===== src/rtl/inst_prefetch_queue.sv =====
// Instruction prefetch queue: fetches consecutive words ahead of the core PC
// and serves them one per cycle, with flush-and-refetch on a PC redirect.
module inst_prefetch_queue #(
  parameter int          DEPTH    = 4,
  parameter logic [31:0] RESET_PC = 32'h0000_0000
) (
  input  logic                   clk,
  input  logic                   rst,
  input  logic                   inst_ren,
  input  logic [31:0]            inst_addr,
  output logic [31:0]            inst_data,
  output logic                   inst_valid,
  output logic                   mem_req,
  output logic [31:0]            mem_addr,
  input  logic                   mem_ack,
  input  logic [31:0]            mem_rdata,
  output logic [$clog2(DEPTH):0] occupancy
);

  localparam int AW = $clog2(DEPTH);
  localparam int CW = AW + 1;
  localparam logic [CW-1:0] DEPTH_C = CW'(DEPTH);

  typedef enum logic [1:0] {
    IDLE  = 2'd0,
    REQ   = 2'd1,
    DRAIN = 2'd2
  } state_t;

  logic [31:0]   mem_r [DEPTH];
  logic [AW-1:0] head_ptr_r;
  logic [AW-1:0] tail_ptr_r;
  logic [CW-1:0] count_r;
  logic [CW-1:0] count_s;
  logic [31:0]   head_addr_r;
  logic [31:0]   head_addr_s;
  logic [31:0]   fetch_addr_r;
  logic [31:0]   fetch_addr_s;
  logic [31:0]   mem_addr_r;
  logic [31:0]   mem_addr_s;
  state_t        state_r;
  state_t        state_s;

  logic [31:0]   target_s;
  logic          match_s;
  logic          hit_s;
  logic          redirect_s;
  logic          wr_s;

  // head_addr is always word-aligned, so a full compare against the aligned PC suffices
  assign target_s   = inst_addr & 32'hFFFF_FFFC;
  assign match_s    = (target_s == head_addr_r);
  assign hit_s      = inst_ren & match_s & (count_r != {CW{1'b0}});
  assign redirect_s = inst_ren & ~match_s;
  // ack data is kept only for a live request that is not being flushed this cycle
  assign wr_s       = (state_r == REQ) & mem_ack & ~redirect_s;

  assign inst_valid = hit_s;
  assign inst_data  = hit_s ? mem_r[head_ptr_r] : 32'h0000_0000;
  assign mem_req    = (state_r != IDLE);
  assign mem_addr   = mem_addr_r;
  assign occupancy  = count_r;

  // Next-state, occupancy and address bookkeeping
  always_comb begin
    count_s      = count_r;
    head_addr_s  = head_addr_r;
    fetch_addr_s = fetch_addr_r;
    state_s      = state_r;
    mem_addr_s   = mem_addr_r;

    if (redirect_s) begin
      count_s      = {CW{1'b0}};
      head_addr_s  = target_s;
      fetch_addr_s = target_s;
    end else begin
      count_s      = count_r + {{(CW-1){1'b0}}, wr_s} - {{(CW-1){1'b0}}, hit_s};
      head_addr_s  = hit_s ? (head_addr_r + 32'd4) : head_addr_r;
      fetch_addr_s = wr_s ? (fetch_addr_r + 32'd4) : fetch_addr_r;
    end

    case (state_r)
      IDLE: begin
        if (count_s < DEPTH_C) state_s = REQ;
        else                   state_s = IDLE;
      end
      REQ: begin
        if (mem_ack)         state_s = (count_s < DEPTH_C) ? REQ : IDLE;
        else if (redirect_s) state_s = DRAIN;
        else                 state_s = REQ;
      end
      DRAIN: begin
        if (mem_ack) state_s = (count_s < DEPTH_C) ? REQ : IDLE;
        else         state_s = DRAIN;
      end
      default: state_s = IDLE;
    endcase

    // a stalled REQ has fetch_addr == mem_addr, so reloading is harmless there
    if (state_s == REQ) mem_addr_s = fetch_addr_s;
    else                mem_addr_s = mem_addr_r;
  end

  // Control state, pointers and addresses
  always_ff @(posedge clk or posedge rst) begin
    if (rst) begin
      state_r      <= IDLE;
      count_r      <= {CW{1'b0}};
      head_ptr_r   <= {AW{1'b0}};
      tail_ptr_r   <= {AW{1'b0}};
      head_addr_r  <= RESET_PC;
      fetch_addr_r <= RESET_PC;
      mem_addr_r   <= RESET_PC;
    end else begin
      state_r      <= state_s;
      count_r      <= count_s;
      head_addr_r  <= head_addr_s;
      fetch_addr_r <= fetch_addr_s;
      mem_addr_r   <= mem_addr_s;
      if (redirect_s) begin
        head_ptr_r <= {AW{1'b0}};
        tail_ptr_r <= {AW{1'b0}};
      end else begin
        head_ptr_r <= hit_s ? (head_ptr_r + AW'(1'b1)) : head_ptr_r;
        tail_ptr_r <= wr_s ? (tail_ptr_r + AW'(1'b1)) : tail_ptr_r;
      end
    end
  end

  // Entry storage; contents are qualified by count, so no reset is needed
  always_ff @(posedge clk) begin
    if (wr_s) mem_r[tail_ptr_r] <= mem_rdata;
  end

endmodule


===== config.mk =====
export PLATFORM = sky130hd
export DESIGN_NAME = inst_prefetch_queue
export DESIGN_NICKNAME = d
export VERILOG_FILES = /design/src/rtl/inst_prefetch_queue.sv
export SDC_FILE = /design/constraint.sdc
export NUM_CORES = 1
export LEC_CHECK = 0
export BUFFER_PORTS_ARGS = -buffer_cell sky130_fd_sc_hd__buf_2
export CAP_MARGIN = 10
export CORE_UTILIZATION = 55
export DETAILED_ROUTE_END_ITERATION = 12
export GPL_TIMING_DRIVEN = 0
export PLACE_DENSITY = 0.84
export SLEW_MARGIN = 30
export SYNTH_ARGS = -nofsm -noshare
export SYNTH_HDL_FRONTEND = slang
export SYNTH_SLANG_ARGS = --single-unit
export TNS_END_PERCENT = 1

===== constraint.sdc =====
create_clock -name clk -period 5.6 [get_ports clk]
set_input_delay 0.56 -clock clk [delete_from_list [all_inputs] [get_ports clk]]
set_output_delay 0.56 -clock clk [all_outputs]
set_load 0.05 [all_outputs]

* Word level (Yosys, flattened, before mapping)
Memory sizes are Yosys's and may differ from the RTL's.
Cells that the tools add are included.
** Word-level totals
- Bits of input ports :: 68
- Logic and storage cells :: 48
- Memories :: 1
- Memory bits (writable) :: 128
- Output and inout bits :: 69
- Flip-flop bits (word level) :: 105
** Operators by class
- Equal/unequal tests :: 4
- Multiplexer cells :: 17
- Bitwise operators :: 7
- $add $sub $neg :: 6
- Reductions and logical operators :: 5
- Order comparisons :: 1
** Memories
- mem_r :: words 4, bits a word 32, read ports 1, clocked after memory_dff 0, wr ports 1, RTL line 30 : logic [31:0] mem_r [DEPTH];
** Operators with widths (number)
- $mux W32 :: 5
- $add A32 B3 Y32 const B :: 2
- $eq A32 B32 Y1 :: 1
- $mux W2 :: 7
- $pmux W2 S3 :: 1
- $reduce_bool A2 Y1 :: 3
- $and A1 B1 Y1 :: 5
- $add A2 B1 Y2 const B :: 2
- $eq A2 B1 Y1 const B :: 2
- $add A3 B1 Y3 :: 1
- $lt A3 B3 Y1 const B :: 1
- $mux W1 :: 3
- $mux W3 :: 1
- $reduce_bool A3 Y1 :: 1
- $sub A3 B1 Y3 :: 1
- $eq A2 B2 Y1 const B :: 1
- $logic_not A2 Y1 :: 1
- $not A1 Y1 :: 2

* Longest topological paths before layout
Gate-level depths: netlist of the first run.
- Word-level depth :: 13
- Mapped depth :: 19

* Least setup slack after synthesis of the first run
No wires, ideal clock.
- Path kind :: input to register
- Start point :: in inst_addr[2]
- End point :: reg mem_addr_r[10] (netlist: mem_addr[10])
- Buffers on the path :: 3
- Arrival time :: 4.519 ns
- Stages on the path :: 18
- Data required time :: 5.475 ns
- Setup slack :: 0.957 ns
- Setup time :: 0.125 ns
- Cells stage by stage :: xor2_1 -> nor4_2 -> nand4_1 -> or3_1 -> buf_2 -> clkbuf_1 -> inv_1 -> ha_1 -> inv_1 -> ha_1 -> inv_1 -> fa_1 -> xor2_1 -> xnor2_1 -> a211oi_1 -> a211oi_2 -> buf_2 -> mux2_2
** On the way
- Elaborated cells between the ends (all ways) :: 19
- Classes of those cells :: add/sub: 2; order compare: 1; eq/ne: 2; mux: 8; bitwise: 6
** RTL lines
- start: declaration :: RTL line 10 : input logic [31:0] inst_addr,
- $eq A32 B32 Y1 * :: RTL line 52 : assign match_s = (target_s == head_addr_r);
- $and A1 B1 Y1 * (2 in a row) :: RTL line 53 : assign hit_s = inst_ren & match_s & (count_r != {CW{1'b0}});
- named net inst_valid :: RTL line 12 : output logic inst_valid,
- $sub A3 B1 Y3 * :: RTL line 77 : count_s = count_r + {{(CW-1){1'b0}}, wr_s} - {{(CW-1){1'b0}}, hit_s};
- $mux W3 * :: RTL line 72 : if (redirect_s) begin
- $lt A3 B3 Y1 * :: RTL line 84, 88, 93
- $mux W1 * :: RTL line 84, 88, 93
- $mux W2, on equally long branches :: RTL line 93, 88
- $pmux W2 S3 * :: RTL line 82 : case (state_r)
- $eq A2 B1 Y1 * :: RTL line 100 : if (state_s == REQ) mem_addr_s = fetch_addr_s;
- end signal: assignment :: RTL line 119 : mem_addr_r <= mem_addr_s;
- end: declaration :: RTL line 39 : logic [31:0] mem_addr_r;
Mark *: on every way through the listed nets, which the timed path passes. The rest lies on a longest branch.
A chain may end at the register's enable or synchronous reset.

* Worst setup path after layout of the first run
- Start point :: reg head_addr_r[12]
- End point :: reg mem_addr_r[17] (netlist: mem_addr[17])
** On the way
- Cells in the longest elaborated chain, start to end :: 13
- Elaborated cells between the ends (all ways) :: 19
- Classes of those cells :: add/sub: 2; order compare: 1; eq/ne: 2; mux: 8; bitwise: 6
** RTL lines
- start: declaration :: RTL line 35 : logic [31:0] head_addr_r;
- start signal: assignment :: RTL line 117 : head_addr_r <= head_addr_s;
- $eq A32 B32 Y1 * :: RTL line 52
- $not A1 Y1 :: RTL line 54 : assign redirect_s = inst_ren & ~match_s;
- $and A1 B1 Y1 :: RTL line 54
- $not A1 Y1 :: RTL line 56 : assign wr_s = (state_r == REQ) & mem_ack & ~redirect_s;
- $and A1 B1 Y1 :: RTL line 56
- $add A3 B1 Y3 :: RTL line 77
- $sub A3 B1 Y3 :: RTL line 77
- $mux W3 :: RTL line 72
- $lt A3 B3 Y1 :: RTL line 84, 88, 93
- $mux W1 :: RTL line 84, 88, 93
- $mux W2, on equally long branches :: RTL line 93, 88
- $pmux W2 S3 :: RTL line 82
- $eq A2 B1 Y1 :: RTL line 100
Every way passes the cells marked *; elsewhere a longest branch is shown, timed or not.

==> results list, run 1 <==
* Count of flip-flops with a built-in enable after synthesis: 128
* Detail-routed net length per standard cell: 21.5 µm
* Area of the die: 19300 µm²
- The number of antenna violations at the first check in global routing was 2.
- Summing over every cut layer, the via total after detailed routing is 7280.
* Cells along the critical path: buf_2, xor2_1, nor4_1, nand4_1, o21ai_1, clkbuf_2, clkbuf_1, nand2_1, ha_1, inv_1, ha_1, inv_1, fa_1, xor2_1, xnor2_1, a211oi_1, a211oi_2, buf_4, buf_2, mux2_2
- Nets in the synthesized netlist: 846
* Worst Skew: 0.0213 ns
- In the synthesized netlist the async set-or-reset flop fraction comes to 44.6%.
- The cell family contributing the most delay on the critical path is buffers and inverters.
- DP Worst Slack: -0.161 ns
* Chip width: 139 µm
- Data on the critical path is required at its endpoint by 6.00 ns.
- Syn Area/Cell: 13.4 µm²
* Crit path DAT: 5.65 ns
- Fraction of layout cells with a size suffix above 1: 26.4%
- Yosys mapped the design onto 48 distinct sky130hd cell types.
- Setup violations remaining at the end of the flow were counted as 0.
- For this design, the sink count on the clock tree is 231.
* Slack of the critical path: 0.343 ns
- Cell count after synthesis: 769
- Final std cells w/o fill: 1182
* Final cycle utilization of the critical path: 93.9%
- Detailed placement ended at an HPWL of 16.9 mm.
- The total overflow left after global routing is 0.
* Class of the worst hold path: in2async
- The final-report hold violation count was 0.
- Maximum level of the CTS H-tree: 1
- The slowest stage of the critical path is the fa_1 cell.
- Entering global routing, the biggest net connects 53 pins.
- In this run the static leakage power is 4.65 nW.
- Result of the run: completed
- Once detail routing completed, the nets flagged for antenna violations numbered 0.
- The largest single stage delay on the critical path is 0.40 ns.
- Count of final max-slew check failures: 0
- Sum of buffers and inverters on the critical path: 7
- Setup repair after global routing missed its margin: no
- Clock-pin slew was measured on the worst setup and hold paths at 0.06 ns.
* Number of iterations in the first detailed-routing pass: 7
- The synthesized design contains 231 register bits.
* Category of the worst setup path launch point: flop
- Global routing used 26.9% of the available tracks across all layers.
- After layout, the design draws a total of 4.18 mW.
- For this run, the top clock speed supported by timing is 190 MHz.
- Clock tree synthesis inserted a total of 24 buffers.
* Number of max-cap violations: 0
* First-pass GRT wire length: 40.0 mm
- The clock passes through at most 3 buffers.
- Vias in the first global route: 7425
- Combined area of all synthesized cells: 10300 µm²
* Violation count after the first detailed-route iteration: 727
* Most used DFF post-synth: edfxtp_1
* Initial core utilization: 56.9%
* Power Dens Cells: 343 nW/µm²
- Including well taps, the total number of placed cells is 1136.
- Sequential elements use 62.2% of the synthesized area.
* Post-detailed-routing wire length: 25.5 mm
- For this run, design rule violations remaining after detail routing come to 0.
* Largest fanout on the critical path: 10
* Synthesis Warnings: 0
- The clock reaches the later pin of the worst-skew pair after 0.53 ns.
* Row count: 49
* Post-detailed-route via-to-cell ratio: 6.16
- Fill count: 1222
- TritonCTS clock tree: yes
- Setup Crit Path Kind: reg2reg
- Root buffer cell: clkbuf_16
- From bottom edge to top edge, the die measures 139 µm.
- Total number of nets in the final design: 1012
* Routability cong.: 0.943
* I/O pin total: 137
- Layout Area Growth over Synthesis: 18.3%
- Type of destination of the critical path: flop
- The core region is 18100 µm².
- Min Tclk post-route: 5.26 ns
- The worst pin sits at a relative slew slack of 42.6%.
- During placement, the flow inserted port buffers numbering 133.
- Worst vdd rail ir drop: 0.000342 V
- For the pin with the worst max-slew slack, the measured transition is 0.860 ns.
==> cell usage after synthesis, types with 2 or more instances <==
master	n	share of area [%]
a21o_1	2	0.15
a21oi_1	34	1.6
a221o_1	12	1.2
a22oi_1	3	0.22
a31oi_1	3	0.18
and2_1	7	0.42
and3_1	12	0.73
and4_1	4	0.34
buf_2	5	0.24
clkbuf_1	34	1.2
dfrtp_1	103	25
edfxtp_1	128	37
ha_1	8	0.97
inv_1	15	0.55
mux2_1	2	0.22
mux2_2	30	3.3
mux4_2	32	7.0
nand2_1	41	1.5
nand3_1	25	1.2
nand4_1	12	0.73
nor2_1	52	1.9
nor2b_1	35	2.1
nor3_1	18	0.87
nor3b_1	7	0.51
nor4_1	13	0.79
nor4_2	2	0.24
o211ai_1	3	0.22
o21ai_0	32	1.6
o311ai_0	6	0.51
or3_1	7	0.42
or4_1	2	0.15
xnor2_1	22	1.9
xor2_1	43	3.6
==> worst paths after layout <==
check                      depth (start not counted)         endpoint  slack (ns)       startpoint
max                                               20     mem_addr[17]        0.34  head_addr_r[12]
max in group asynchronous                          3  head_addr_r[15]        4.89              rst
max reg2reg                                       20     mem_addr[17]        0.34  head_addr_r[12]
min reg2reg                                        1  fetch_addr_r[1]        0.48  fetch_addr_r[1]
min                                                2      mem_addr[0]        0.07              rst
min in group clk                                   1     mem_r[0][24]        0.24    mem_rdata[24]
==> worst register-to-register path, cell delays in order, from the launching register on <==
cell and delay, ns:
dfrtp_1 0.36, buf_2 0.17, xor2_1 0.17, nor4_1 0.34
nand4_1 0.26, o21ai_1 0.38, clkbuf_2 0.34, clkbuf_1 0.35
nand2_1 0.10, ha_1 0.29, inv_1 0.08, ha_1 0.15
inv_1 0.06, fa_1 0.40, xor2_1 0.18, xnor2_1 0.38
a211oi_1 0.13, a211oi_2 0.18, buf_4 0.17, buf_2 0.27
mux2_2 0.37
==> per-stage QoR <==
| step | instance area (µm²) | setup TNS, ns | util (%) | hold WS, ns |
|---|---|---|---|---|
| 6_report | 12200 | 0 | 67.3 | 0.0702 |
| 5_1_grt | 12200 | 0 | 67.3 | 0.109 |
| 4_1_cts | 12200 | 0 | 67.2 | 0.0806 |
| 3_5_place_dp | 11400 | -4.12 | 62.9 | 0.470 |
| 3_3_place_gp | 11300 | -0.631 | 62.1 | 0.463 |
| 2_1_floorplan | 10300 | 0 | - | 0.444 |
==> state kept, by name, summed over array words and instances (netlist names) <==
| register | cells |
|---|---|
| mem_r | 128 |
| fetch_addr_r | 32 |
| mem_addr | 32 |
| head_addr_r | 30 |
| occupancy | 3 |
| head_ptr_r | 2 |
| state_r | 2 |
| tail_ptr_r | 2 |
==> area by class of cell <==
cell class,count,area (µm²),share of cell area (%)
Inverter,16,65.1,0.533
Sequential cell,231,6420,52.6
Antenna cell,1,2.50,0.0205
Tap cell,229,287,2.35
Clock inverter,10,120,0.984
Buffer,41,169,1.38
Multi-Input combinational cell,481,3680,30.1
Timing Repair Buffer,140,811,6.64
Clock buffer,33,654,5.36
==> layer usage <==
| metal | vias up | wire, µm | GRT usage (%) |
|---|---|---|---|
| met2 | 396 | 12700 | 45.4 |
| met5 | - | 13 | 0 |
| met1 | 3608 | 9580 | 33.8 |
| met3 | 90 | 2170 | 5.87 |
| li1 | 3184 | - | - |
| met4 | 2 | 1020 | 11.3 |
==> report_power, final <==
group          switching [mW]  internal [mW]  leakage (nW)  total [mW]
combinational           0.419          0.203          1.89       0.621
sequential             0.0817           1.92          2.38        2.00
clock                   0.646          0.912         0.376        1.56
total                    1.15           3.04          4.65        4.18
==> cells in the final DEF (no fill, tap or decap), drive strengths merged, types with 2 or more instances in the layout <==
| cell type | synthesis | routed |
|---|---|---|
| a211oi | 2 | 2 |
| a21o | 2 | 2 |
| a21oi | 34 | 34 |
| a221o | 12 | 12 |
| a22oi | 3 | 3 |
| a31oi | 3 | 3 |
| and2 | 7 | 7 |
| and3 | 12 | 12 |
| and4 | 4 | 4 |
| buf | 7 | 147 |
| bufinv | 0 | 2 |
| clkbuf | 34 | 67 |
| clkinv | 1 | 9 |
| dfrtp | 103 | 103 |
| edfxtp | 128 | 128 |
| ha | 8 | 8 |
| inv | 15 | 15 |
| mux2 | 32 | 32 |
| mux4 | 32 | 32 |
| nand2 | 41 | 41 |
| nand3 | 25 | 25 |
| nand4 | 12 | 12 |
| nor2 | 52 | 52 |
| nor2b | 35 | 35 |
| nor3 | 18 | 18 |
| nor3b | 7 | 7 |
| nor4 | 15 | 15 |
| o211ai | 3 | 3 |
| o21ai | 33 | 33 |
| o311ai | 7 | 7 |
| or2 | 2 | 2 |
| or3 | 7 | 7 |
| or4 | 2 | 2 |
| xnor2 | 22 | 22 |
| xor2 | 43 | 43 |
==> cell families (layout without fill, tap and decap cells) <==
family | Yosys count | in the layout | synth area share [%]
multiplexers | 64 | 64 | 10.5
AND/OR/NAND/NOR | 242 | 242 | 12.3
buffers and inverters | 57 | 240 | 2.21
other | 0 | 1 | 0
XOR/XNOR | 65 | 65 | 5.52
adder cells (fa/ha/maj) | 9 | 9 | 1.16
AO/OA/AOI/OAI | 101 | 101 | 6.11
flip-flops | 231 | 231 | 62.2
==> repair_timing <==
item                                    4_1_cts  5_1_grt
buffers inserted                              0        2
hold buffers                                  0        0
resized for setup                             0        2
endpoints found under the setup margin        0       33
(Power assumes the default switching activity.)
==> run 2: changes to the inputs <==
--- a/config.mk
+++ b/config.mk
@@ -5,12 +5,13 @@
 export SDC_FILE = /design/constraint.sdc
 export NUM_CORES = 1
 export LEC_CHECK = 0
+export ABC_AREA = 1
 export BUFFER_PORTS_ARGS = -buffer_cell sky130_fd_sc_hd__buf_2
 export CAP_MARGIN = 10
 export CORE_UTILIZATION = 55
 export DETAILED_ROUTE_END_ITERATION = 12
 export GPL_TIMING_DRIVEN = 0
-export PLACE_DENSITY = 0.84
+export PLACE_DENSITY = 0.83
 export SLEW_MARGIN = 30
 export SYNTH_ARGS = -nofsm -noshare
 export SYNTH_HDL_FRONTEND = slang
==> run 2 against run 1 <==
Effect of this change:
- combinational power up 61%
- sequential power is 4% higher
- die area is 10% higher
- count of clock-buffer cells in the layout shrank 4
- flip-flop and latch count is the same
- total power increased by 9.6%
- global-route usage rose by 1.8 points
- register-to-register slack improved by 1.7 ns
- fmax up 46%
==> results list, run 2 <==
- The register with the most flip-flops in the layout has 128 of them.
* Worst vdd rail ir drop: 0.000438 V
- After synthesis, the cell types taking the most area are edfxtp_1 34%, dfrtp_1 23%, nand2_1 12%.
- Lkg Pwr: 5.97 nW
- From bottom edge to top edge, the die measures 146 µm.
* Count of final max-slew check failures: 0
* Crit path DAT: 4.02 ns
- Cells with a size suffix above 1 make up 15.8% of the layout.
- Nets in the synthesized netlist: 1365
* Antenna-violating nets left: 0
- In this run, CTS created clock tree buffers numbering 24.
- Adding up every negative setup slack in the final design gives 0 ns.
* Layout Area Growth over Synthesis: 16.9%
- Cell taking the most area after synthesis: edfxtp_1
- Number of max-cap violations: 0
* Share of Yosys cell area claimed by the top area cell type: 33.8%
* Worst reg2reg setup slack: 2.00 ns
- For this design the ratio of total power to cell area is 345 nW/µm².
- The average instance in the mapped netlist occupies 8.82 µm².
- The layout has 1595 filler cells.
- Clock tree synthesis selected as its root buffer the cell clkbuf_16.
- The number of gates resized after CTS was 0.
- The synthesized design contains 231 register bits.
- OpenSTA, run right after detailed placement, puts the worst setup slack at 1.81 ns.
* TritonCTS clock tree: yes
- Clock transition time at the flip-flop clock pins of the worst setup and hold paths: 0.06 ns
* Worst r2r src: head_addr_r[17]
- In this design, the critical path's most frequently occurring cell is nand2_1.
- Of all nets on the critical path, the largest fanout is 11.
- After technology mapping, the gate count stands at 1288.
* Reg-to-reg critical path endpoint: mem_addr[11]
* Post-detailed-route via-to-cell ratio: 5.46
- Setup violations remaining at the end of the flow were counted as 0.
- After detailed routing, the number of remaining DRC violations is 0.
* Skew-Pair Late Insertion Delay: 0.54 ns
- The first TritonRoute pass finished after 5 iterations.
* Setup Crit Path Kind: reg2reg
* Slew of the pin with the lowest slew margin: 0.701 ns
- Leading cell types in the layout, fill and taps excluded: 369 x nand2_1, 201 x nor2_1, 149 x buf_2
- Once the floorplan was initialized, standard cells occupied 56.2% of the core.
- The flow ran to the end, and the final reports show no timing, DRC or antenna violations.
- For this design, the sink count on the clock tree is 231.
- The net count of the finished layout is 1530.
- Final hold violations: 0
- Summing the sequential cell areas from Yosys gives 56.5% of the chip area.
- CTS hold repair buffers: 0
* Row count: 52
- After synthesis, the most frequently instantiated cells are 369 x nand2_1, 205 x nor2_1, 128 x edfxtp_1, 103 x dfrtp_1, 87 x inv_1.
* Register ranked first by flip-flop count: mem_r
* Placed cell area: 12500 µm²
- Global routing used 28.7% of the available tracks across all layers.
- The library cell used most frequently in the layout, excluding fill and tap cells, is nand2_1.
- The first global-routing pass estimated 47.7 mm of wire.
* Routability cong.: 0.978
- The signal on the critical path passes through inv_1, nand2_1, nand2_1, nand2_1, nor2_1, nand2_1, nor2_2, nand2_4, nor2_4, buf_2, ha_1, inv_1, ha_1, inv_1, fa_1, xor2_1, inv_1, nand2_2, nand3_2, nand2_4, inv_4, buf_6, nand2_1, nand2_1.
* Async set or reset register ratio after synthesis: 44.6%
* Combined area of all synthesized cells: 11400 µm²
- Worst slew slack as a fraction of its limit: 53.3%
- After synthesis, the netlist uses 37 different library cells.
- Sum of overflow across all layers after global routing: 0
- Post-detailed-routing wire length: 29.9 mm
- CTS built an H-tree with a depth of 1.
* Min Tclk post-route: 3.60 ns
- Crit path max-delay cell type: dfrtp_1
* Count of input and output buffers: 134
- Worst Skew: 0.0206 ns
- Post-route cell area: 13300 µm²
- Vias in the first global route: 9117
- In this run, synthesis inferred 128 flip-flops with an integrated enable.
- Across all layers, the routed design uses 9510 vias.
- Final cycle utilization of the critical path: 64.3%
* Category of the worst setup path launch point: flop
- Chip width: 146 µm
- The most used flip-flop cell after synthesis is edfxtp_1.
* Slack of the critical path: 2.00 ns
- The number of antenna violations at the first check in global routing is 3.
* Final HPWL DP: 21.3 mm
- Detail-routed net length per standard cell: 17.2 µm
- Post-CTS setup buffer count: 0
- The core region is 20200 µm².
- Max Clock Freq: 278 MHz
- On the worst path, the slowest cell contributes a delay of 0.45 ns.
- The die covers 21200 µm².
- Synthesis Warnings: 0
* Required time worst endpoint: 6.01 ns
- Maximum buffer depth of the clock tree: 3
* Class of the worst hold path: in2async
- Cell with the most instances after synthesis: nand2_1
- Entering global routing, the biggest net connects 70 pins.
* Violation count after the first detailed-route iteration: 648
* Worst Reg2Reg Path Length in Cells: 24
- The worst setup path is captured at a flop.
- I/O pin total: 137
* Setup repair after global routing missed its margin: no
==> run 2: changes by cell type in the layout (fill, tap and decap cells not counted), sizes merged, moves of 32 or more <==
cell	change
mux4	-32
o21ai	+50
nor2b	-35
nand2	+334
inv	+78
nor2	+161
nand3	+43
mux2	-32
==> run 2: kinds of logic (layout without fill, tap and decap cells) <==
family,after synthesis,after routing,synth area share (%)
simple gates,700,700,25.5
fa+ha+maj,9,9,1.06
xor+xnor,59,59,4.55
compound gates,138,138,6.45
buf+inv,151,331,5.90
other cells,0,3,0
flops,231,231,56.5
==> run 2: layout make-up <==
type	count	area (µm²)	area share, %
Timing Repair Buffer	139	808	6.08
Clock buffer	29	641	4.82
Sequential cell	231	6420	48.3
Buffer	57	315	2.37
Clock inverter	12	91.3	0.688
Tap cell	270	338	2.54
Multi-Input combinational cell	906	4300	32.4
Antenna cell	3	7.51	0.0565
Inverter	94	360	2.71
==> run 2: worst max path at each step <==
stage                    startpoint  slack [ns]  cells after the start      endpoint
global route        head_addr_r[17]        1.69                     23  mem_addr[25]
floorplan             inst_addr[17]        2.28                     24  mem_addr[10]
detailed placement    inst_addr[22]        1.81                     25  mem_addr[11]
finish              head_addr_r[17]        2.00                     24  mem_addr[11]
global placement      inst_addr[16]        1.01                     11  mem_r[0][10]
CTS                 head_addr_r[17]        1.97                     24  mem_addr[10]
==> run 2: stage by stage <==
step                      total power [mW]  utilization [%]  hold WS, ns  cells
after floorplan                       2.82                -        0.465   1288
after global placement                3.07             61.1        0.449   1692
after detailed placement              3.11             62.0        0.453   1697
after CTS                             4.59             65.6       0.0225   1738
after global routing                  4.75             65.6       0.0285   1739
final                                 4.58             65.7       0.0153   1741
==> run 2: power by group <==
part           switching, mW  internal, mW  total [mW]
registers              0.111          1.97        2.08
clock network          0.679         0.821        1.50
logic                  0.735         0.266        1.00
total                   1.53          3.06        4.58
==> run 2: metal layers <==
layer	wire [µm]	GRT usage, %
met1	12000	37.3
met4	1100	11.6
met5	14	0
met3	2370	4.61
met2	14400	48.3
==> run 2: worst max-delay path, delay by kind of cell (launching register included) <==
family	cells	cell delay (ns)
simple gates	13	1.26
flops	1	0.45
buf+inv	7	0.80
fa+ha+maj	3	0.79
xor+xnor	1	0.15
